### src/rtl/bus_arbiter.sv
// rtl/bus_arbiter.sv - registered N-source bus arbiter, fixed priority or round-robin, with lock
// Optional conflict counter enabled by macro BUS_ARBITER_CONFLICT_CNT_EN.
module bus_arbiter #(
    parameter int N_SRC = 7,
    parameter int SEL_W = 3,
    parameter int RR    = 0,
    parameter int CNT_W = 8
) (
    input  logic             clk,
    input  logic             rst,
    input  logic [N_SRC-1:0] req,
    input  logic             lock,
    input  logic             cnt_clr,
    output logic [SEL_W-1:0] sel,
    output logic             valid,
    output logic             conflict,
    output logic [CNT_W-1:0] conflict_cnt
);

    // Width of a source index; the RR pointer holds the last granted index.
    localparam int IDX_W = (N_SRC > 1) ? $clog2(N_SRC) : 1;

    logic [SEL_W-1:0] sel_q, sel_d;
    logic             valid_q, valid_d;
    logic             conflict_q, conflict_d;
    logic [IDX_W-1:0] ptr_q, ptr_d;

    logic [IDX_W-1:0] start_idx;
    logic [N_SRC-1:0] req_hi;
    logic             found_hi, found_any;
    logic [IDX_W-1:0] idx_hi, idx_any, win_idx;
    logic             held;

    // Search start: one below the last grant for round-robin, top index for fixed priority.
    // Pointer 0 (its reset value) wraps the start to N_SRC-1, matching fixed priority.
    always_comb begin
        start_idx = IDX_W'(N_SRC - 1);
        if (RR != 0) begin
            if (ptr_q == '0) begin
                start_idx = IDX_W'(N_SRC - 1);
            end else begin
                start_idx = ptr_q - IDX_W'(1);
            end
        end
    end

    // Descending search with wrap: the highest request at or below the start wins,
    // otherwise the highest request overall (the wrapped part of the search).
    always_comb begin
        req_hi    = '0;
        found_hi  = 1'b0;
        found_any = 1'b0;
        idx_hi    = '0;
        idx_any   = '0;
        for (int i = 0; i < N_SRC; i++) begin
            req_hi[i] = req[i] && (IDX_W'(i) <= start_idx);
        end
        for (int i = 0; i < N_SRC; i++) begin
            if (req_hi[i]) begin
                found_hi = 1'b1;
                idx_hi   = IDX_W'(i);
            end
            if (req[i]) begin
                found_any = 1'b1;
                idx_any   = IDX_W'(i);
            end
        end
        win_idx = found_hi ? idx_hi : idx_any;
    end

    // Lock holds only while the currently granted source keeps requesting.
    always_comb begin
        held = 1'b0;
        for (int i = 0; i < N_SRC; i++) begin
            if (lock && (sel_q == SEL_W'(i + 1)) && req[i]) begin
                held = 1'b1;
            end
        end
    end

    // Next grant, pointer and conflict flag; no stale select survives an idle cycle.
    always_comb begin
        sel_d = '0;
        ptr_d = ptr_q;
        if (held) begin
            sel_d = sel_q;
        end else if (found_any) begin
            sel_d = SEL_W'(win_idx) + SEL_W'(1);
            ptr_d = win_idx;
        end
        valid_d    = (sel_d != '0);
        conflict_d = ($countones(req) > 1);
    end

    // Grant state registers with synchronous reset dropping any grant or lock.
    always_ff @(posedge clk) begin
        if (rst) begin
            sel_q      <= '0;
            valid_q    <= 1'b0;
            conflict_q <= 1'b0;
            ptr_q      <= '0;
        end else begin
            sel_q      <= sel_d;
            valid_q    <= valid_d;
            conflict_q <= conflict_d;
            ptr_q      <= ptr_d;
        end
    end

    assign sel      = sel_q;
    assign valid    = valid_q;
    assign conflict = conflict_q;

`ifdef BUS_ARBITER_CONFLICT_CNT_EN
    logic [CNT_W-1:0] cnt_q, cnt_d;

    // Saturating conflict counter; clear wins over a simultaneous increment.
    always_comb begin
        cnt_d = cnt_q;
        if (cnt_clr) begin
            cnt_d = '0;
        end else if (conflict_d && (cnt_q != {CNT_W{1'b1}})) begin
            cnt_d = cnt_q + CNT_W'(1);
        end
    end

    // Counter register.
    always_ff @(posedge clk) begin
        if (rst) begin
            cnt_q <= '0;
        end else begin
            cnt_q <= cnt_d;
        end
    end

    assign conflict_cnt = cnt_q;
`else
    logic unused_cnt_clr;

    // Counter absent: output tied off and clear input has no effect.
    assign unused_cnt_clr = cnt_clr;
    assign conflict_cnt   = '0;
`endif

endmodule

### config.mk
export PLATFORM = sky130hd
export DESIGN_NAME = bus_arbiter
export DESIGN_NICKNAME = d
export VERILOG_FILES = /design/src/rtl/bus_arbiter.sv
export SDC_FILE = /design/constraint.sdc
export NUM_CORES = 1
export LEC_CHECK = 0
export BUFFER_PORTS_ARGS = -buffer_cell sky130_fd_sc_hd__clkbuf_2
export CORE_MARGIN = 2
export CORE_UTILIZATION = 30
export CTS_CLUSTER_DIAMETER = 60
export CTS_CLUSTER_SIZE = 40
export DETAILED_ROUTE_END_ITERATION = 10
export GPL_TIMING_DRIVEN = 0
export HOLD_SLACK_MARGIN = 0.08
export MAX_ROUTING_LAYER = met4
export PLACE_DENSITY = 0.64
export SLEW_MARGIN = 25
export SYNTH_ARGS = -nofsm -noshare
export SYNTH_HDL_FRONTEND = slang
export SYNTH_SLANG_ARGS = --single-unit
### constraint.sdc
create_clock -name clk -period 2.56 [get_ports clk]
set_clock_uncertainty 0.1 [all_clocks]
set_input_delay 0.512 -clock clk [delete_from_list [all_inputs] [get_ports clk]]
set_output_delay 0.512 -clock clk [all_outputs]
set_load 0.02 [all_outputs]
== Word-level counts from Yosys, hierarchy flattened ==
Index checks and enable logic that the tools add are counted.
Storage, ports and cells
  output and inout bits: 13
  register bits: 5
Operators by class
  reductions and logical operators: 15
  magnitude comparators: 1
  muxes and demuxes: 22
  add/subtract/negate cells: 7
  equality and inequality tests: 7
Operators by type and width (count)
  2-to-1 mux 1 bit: 15
  2-to-1 mux 3 bit: 5
  logical AND 1 bit: 14
  == test 3 bit (second input constant): 4
  adder 1 x 1 -> 2 bit: 3
  == test 3 x 2 -> 1 bit (second input constant): 2
  adder 3 x 3 -> 4 bit: 1
  > comparator 4 x 1 -> 1 bit (second input constant): 1
  2-to-1 mux 2 bit: 2
  adder 2 x 1 -> 3 bit: 1
  adder 2 x 2 -> 3 bit: 1
  adder 3 x 1 -> 3 bit (second input constant): 1
  == test 3 x 1 -> 1 bit (second input constant): 1
  nonzero test 3 bit: 1

== Longest topological paths before layout ==
Gate-level depths: netlist (run 1).
  depth after elaboration: 12
  depth in mapped cells: 9

== Least setup slack after synthesis (run 1) ==
No wires, ideal clock.
  path kind: input port to flip-flop
  start: input port req[0]
  end: register conflict_q, in the netlist conflict
  stages: 8
  setup time: 70 ps
  arrival: 2537 ps
  path buffers: 0
  required time: 2390 ps
  slack: -147 ps
  cells stage by stage: fa_1 inv_1 fa_1 inv_1 ha_1 a21oi_1 fa_1 a21oi_1
Between the ends
  word-level cells in the longest chain between the ends: 4
RTL lines
  from (decl): RTL line 11  | input logic [N_SRC-1:0] req,
  adder 1 x 1 -> 2 bit (not written as such): RTL line 92  | conflict_d = ($countones(req) > 1);
  adder 2 x 2 -> 3 bit (not written as such): RTL line 92
  adder 3 x 3 -> 4 bit (not written as such): RTL line 92
  > comparator 4 x 1 -> 1 bit: RTL line 92
  to (signal assigned): RTL line 105  | conflict_q <= conflict_d;
  to (decl): RTL line 25  | logic conflict_q, conflict_d;
No other way between the ends.
A chain may end at the register's enable or synchronous reset.

== Worst setup path in the final report (run 1) ==
  start: input port req[1]
  end: register conflict_q, in the netlist conflict
The elaborated chain is that of the path after synthesis.

==> results of run 1 <==
layout make-up:
type	instances	area [um^2]	area share, %
Multi-Input combinational cell	45	374.1	50.76
Clock buffer	4	26.28	3.565
Buffer	8	60.06	8.149
Sequential cell	5	100.1	13.58
Timing Repair Buffer	14	88.84	12.05
Tap cell	25	31.28	4.244
Inverter	15	56.30	7.640
placed cells by master, fill, tap and decap left out, types with 2 or more instances in the layout:
cell type and count:
a21oi_1 2, a21oi_2 3, buf_4 8, clkbuf_2 12, clkbuf_4 3, conb_1 8, dfxtp_1 5, fa_1 3
ha_1 2, inv_1 13, inv_2 2, mux2_2 2, nor2_1 4, o21ai_0 6
layer usage:
layer  vias up  GRT usage [%]  wire [um]
met4         0          5.143          0
met5         -              -          0
met2        13          20.28        602
met1       236          14.62        493
li1        254              -          -
met3         0          2.745         62
state kept, by name, indices dropped and copies added, names as in the netlist:
signal    cells
sel           3
conflict      1
valid         1
final timing paths:
path / from / end / slack (ns)
min reg2reg: sel[2] / sel[2] / 0.60
max reg2reg: sel[2] / valid / 0.77
min: rst / conflict / 0.41
max: req[1] / conflict / -0.07
power by group through the flow:
stage | logic, mW | registers [mW] | clock network (mW)
2_1_floorplan | 0.0933 | 0.116 | 0
3_3_place_gp | 0.145 | 0.102 | 0
3_5_place_dp | 0.150 | 0.102 | 0
4_1_cts | 0.160 | 0.100 | 0.0961
5_1_grt | 0.185 | 0.102 | 0.106
6_report | 0.167 | 0.100 | 0.0914
kinds of logic (layout without fill, tap and decap cells):
logic type | Yosys count | after routing | share of synthesized area (%)
buffers and inverters | 23 | 41 | 21.38
AO/OA/AOI/OAI | 20 | 20 | 25.98
AND/OR/NAND/NOR | 7 | 7 | 5.516
adder cells (fa/ha/maj) | 6 | 6 | 17.93
flip-flops | 5 | 5 | 18.39
multiplexers | 4 | 4 | 10.11
other | 1 | 8 | 0.6890
through the flow:
step / power [mW] / worst slack (ns) / TNS [ns]
detailed placement: 0.2515 / -0.3223 / -0.3223
global route: 0.3924 / -0.1194 / -0.1194
floorplan: 0.2097 / -0.1149 / -0.1149
CTS: 0.3566 / -0.06453 / -0.06453
finish: 0.3581 / -0.07485 / -0.07485
global placement: 0.2468 / -0.3056 / -0.3056
cell usage after synthesis:
| master | n |
|---|---|
| buf_4 | 8 |
| o311ai_0 | 1 |
| a21o_2 | 1 |
| o31ai_2 | 1 |
| mux2i_1 | 1 |
| o31ai_1 | 1 |
| fa_1 | 3 |
| o21ba_2 | 1 |
| conb_1 | 1 |
| inv_1 | 15 |
| a31oi_1 | 1 |
| nor3_1 | 1 |
| o21bai_1 | 1 |
| a21oi_2 | 1 |
| nor2_1 | 4 |
| nand2_1 | 1 |
| mux2_2 | 2 |
| o2111ai_1 | 1 |
| o21ai_0 | 6 |
| ha_1 | 3 |
| o211ai_2 | 1 |
| dfxtp_1 | 5 |
| a21oi_1 | 4 |
| mux4_2 | 1 |
| nor2b_1 | 1 |
worst max-delay path, delay by kind of cell:
kind                     cells  cell delay [ns]
buffers and inverters        3             0.19
AO/OA/AOI/OAI                2             0.26
adder cells (fa/ha/maj)      4             1.72
what timing repair did:
item | 4_1_cts | 5_1_grt
endpoints found under the hold margin | 0 | 0
endpoints found under the setup margin | 1 | 1
resized for setup | 3 | 6
pin swaps | 3 | 5
==> metrics.txt, run 1 <==
dpl cells=112; Root Driver=clkbuf_4; via count=503; post-route cell area=737.0 um^2; Hold WS=0.4147 ns; IO Port Bufs=14; critical path data required time=2.63 ns; CTS clk-pin slew, worst paths=0.04 ns; synth unique cells=25; CTS tree=built; CP Launch Type=primary input; CTS Buffer Depth=2; core area=1708 um^2; Post-Syn Area=544.3 um^2; # hold bufs at CTS=0; hpwl dp=934.5 um; Int Power=0.2237 mW; Die Span X=46.60 um; cell accounting for the most synthesized area=dfxtp_1; H-tree level count=1; GRT Util Overall=12.44%; Final Util=43.15%; first-pass GRT wire length=1.883 mm; # diodes=0; Area Growth Syn to Fin=35.40%; DRC Markers=0; CP max stage delay=0.54 ns; CP endpoint kind=flip-flop; fillcell total=173; fin cells=116; Inserted Clock Buffers=3; gpl congestion=0.7451; CP cell instances=buf_8 > fa_1 > inv_2 > fa_1 > inv_2 > ha_4 > a21oi_2 > fa_1 > a21oi_2; CP max FO=5; share of cells above drive strength 1=41.76%; period utilisation layout=102.9%; Comb pwr share=46.5%; maxcap violations=0; min Tclk post-route=2.635 ns; Fmax=0.3795 GHz; endpoints failing setup=1; sw power=0.1344 mW; NumNets Final=109; Row Count=15; critical path's most frequent cell=fa_1; Yosys warnings=0; sequential area share after synthesis=18.39%; post-CTS setup buffer count=0; Initial Util=31.87%; dominant cells by area after synthesis=dfxtp_1, fa_1, buf_4, inv_1, ha_1; Mapped Avg Cell Area=8.247 um^2; I/O pin cnt=24; sequential power share=28.0%; peak supply drop=0.2120 mV; post-synth top area share=18.39%; failing checks=setup timing; worst hold path class=in -> reg; Chip Height=46.60 um; DP Area=675.6 um^2; DRT antenna net count=0; Seq cells post-synth=5; initial antenna violation count=0; Pwr Density=485.9 nW/um^2; Final WS setup=-0.07485 ns; Hold Path Stages=2; Overflow after GRT=0; clk sinks=5; TritonRoute pass-1 iters=4; Leak=0.3797 nW; Worst R2R Path Depth=5; Clock Power Share=25.5%; RSZ-0062 raised after global routing=true; vias in the first global route=477; WL final=1.157 mm; largest net degree at the start of global routing=8; Slowest-stage cell, CP=fa_1; die area=2171 um^2; Worst-Skew Late Latency=0.24 ns; CP Class=in -> reg; Avg Vias per Cell=4.336; Fin. Hold Viols=0; Sw Ratio=37.54%; CP arrival=2.71 ns; Slew Limit Fails=0; routed len/inst=9.974 um; initial DRC count=8; status=complete, but fails checks; Synth Instances=66
(Power assumes the default switching activity.)
==> inputs of run 2 (changes only) <==
--- a/config.mk
+++ b/config.mk
@@ -14,7 +14,7 @@
 export GPL_TIMING_DRIVEN = 0
 export HOLD_SLACK_MARGIN = 0.08
 export MAX_ROUTING_LAYER = met4
-export PLACE_DENSITY = 0.64
+export PLACE_DENSITY_LB_ADDON = 0.1
 export SLEW_MARGIN = 25
 export SYNTH_ARGS = -nofsm -noshare
 export SYNTH_HDL_FRONTEND = slang
==> metrics.txt, run 2 (synthesis results as in run 1) <==
Inserted Clock Buffers=3 (unchanged); # diodes=0 (unchanged); CP Launch Point=req[0]; Crit Reg-Reg Startpoint=sel[2]; NumNets Final=109 (unchanged); clk sinks=5 (unchanged); WL final=1.079 mm (-6.7%); DP Area=675.6 um^2 (unchanged); Die Span X=46.60 um (unchanged); CP Launch Type=primary input; core area=1708 um^2 (unchanged); Row Count=15 (unchanged); Avg Vias per Cell=4.103 (-5.4%); Sw Ratio=37.49% (-0.051 points); Leak=0.3771 nW (-0.66%); failing checks=setup timing; Pwr Density=483.4 nW/um^2 (-0.51%); post-route cell area=723.2 um^2 (-1.9%); initial antenna violation count=0 (unchanged); Clock Power Share=26.4% (+0.9 points); routed len/inst=9.302 um (-6.7%); DRT antenna net count=0 (unchanged); I/O pin cnt=24 (unchanged); critical path data required time=2.59 ns (-0.04 ns); hpwl dp=913.4 um (-2.3%); status=complete, but fails checks; Buf/Inv on CP=3 (unchanged); commonest non-fill, non-tap cell in the layout=inv_1; post-CTS setup buffer count=0 (unchanged); Root Driver=clkbuf_4; dpl cells=112 (unchanged); CP arrival=2.64 ns (-0.07 ns); Slowest-stage cell, CP=fa_1; Fmax=0.3829 GHz (+0.88%); Int Power=0.2185 mW (-2.3%); Worst R2R Path Depth=5 (unchanged); largest net degree at the start of global routing=8 (unchanged); worst hold path class=in -> reg; CP Capture Point=conflict; peak supply drop=0.2802 mV (+32%); endpoints failing setup=1 (unchanged); Worst-Skew Late Latency=0.24 ns (about the same); IO Port Bufs=14 (unchanged); # hold bufs at CTS=0 (unchanged); TritonRoute pass-1 iters=3 (-1); min Tclk post-route=2.612 ns (-0.02305 ns); CTS Buffer Depth=2 (unchanged); RSZ-0062 raised after global routing=true; vias in the first global route=428 (-10%); Top delay family on crit path=adder cells; most frequent cells in the layout=inv_1, clkbuf_2, buf_4, conb_1, o21ai_0; Final Util=42.34% (-0.81 points); Chip Height=46.60 um (unchanged); CP cell instances=clkbuf_8 > fa_1 > inv_1 > fa_1 > inv_2 > ha_4 > a21oi_2 > fa_1 > a21oi_1; gpl congestion=0.7143 (-4.1%); worst reg-to-reg setup slack=0.71 ns (-0.06 ns); Area Growth Syn to Fin=32.87%; number of cells on the critical path=9 (unchanged); Initial Util=31.87% (unchanged); Final WS setup=-0.05180 ns (+0.02305 ns); sequential power share=28.8% (+0.8 points); initial DRC count=5 (-3); Comb pwr share=44.9% (-1.6 points); CTS tree=built; Fin. Hold Viols=0 (unchanged); Largest register FFs=3 (unchanged); GRT Util Overall=11.62% (-0.81 points); via count=476 (-5.4%); Worst R2R End=valid; sw power=0.1311 mW (-2.5%); die area=2171 um^2 (unchanged); period utilisation layout=102.0% (-0.90 points); CP Class=in -> reg; H-tree level count=1 (unchanged); fin cells=116 (unchanged); share of cells above drive strength 1=39.56% (-2.2 points); DRC Markers=0 (unchanged); critical path's most frequent cell=fa_1; Overflow after GRT=0 (unchanged); Slew Limit Fails=0 (unchanged); CP max stage delay=0.53 ns (about the same); maxcap violations=0 (unchanged); CTS clk-pin slew, worst paths=0.04 ns (about the same); CP endpoint kind=flip-flop; Hold WS=0.4142 ns (-0.0005290 ns); CP max FO=3 (-2); first-pass GRT wire length=1.725 mm (-8.4%)
run 2: cell counts in the layout (fill, tap and decap cells not counted):
No cell type changed its count.
run 2: stage by stage:
stage | TNS (ns) | setup slack [ns] | total power [mW]
6_report | -0.05180 | -0.05180 | 0.3496
5_1_grt | -0.1241 | -0.1241 | 0.3800
4_1_cts | -0.06703 | -0.06703 | 0.3480
3_5_place_dp | -0.3207 | -0.3207 | 0.2504
3_3_place_gp | -0.3330 | -0.3330 | 0.2509
2_1_floorplan | -0.1149 | -0.1149 | 0.2097
run 2: layer usage:
metal  global-route usage [%]  vias to the layer above  routed length (um)
li1                         -                      252                   -
met1                    15.84                      212                 521
met2                    16.39                       10                 501
met3                    1.176                        2                  47
met4                    6.857                        0                   9
met5                        -                        -                   0
run 2: worst min-delay path by stage:
stage | slack, ns | end | depth (start not counted) | startpoint
4_1_cts | 0.41 | conflict | 2 | rst
2_1_floorplan | 0.48 | conflict | 1 | rst
6_report | 0.41 | conflict | 2 | rst
3_3_place_gp | 0.60 | sel[2] | 2 | sel[2]
5_1_grt | 0.42 | conflict | 2 | rst
3_5_place_dp | 0.60 | sel[2] | 2 | sel[2]
run 2: layout make-up:
| type | instances | area, um^2 |
|---|---|---|
| plain buffers | 8 | 60.06 |
| clock buffers | 4 | 26.28 |
| fillers | 184 | 984.7 |
| inverters | 15 | 56.30 |
| multi-input cells | 45 | 370.4 |
| flip-flops and latches | 5 | 100.1 |
| well taps | 25 | 31.28 |
| repair buffers | 14 | 78.83 |
run 2: timing repair:
item,CTS,global route
resized for setup,1,3
endpoints found under the setup margin,1,1
pin swaps,1,3
run 2: power by group through the flow:
stage / sequential [mW] / combinational (mW) / clock (mW)
after floorplan: 0.116 / 0.0933 / 0
after global placement: 0.102 / 0.149 / 0
after detailed placement: 0.102 / 0.148 / 0
after CTS: 0.101 / 0.151 / 0.0960
after global routing: 0.103 / 0.176 / 0.101
final: 0.101 / 0.157 / 0.0921
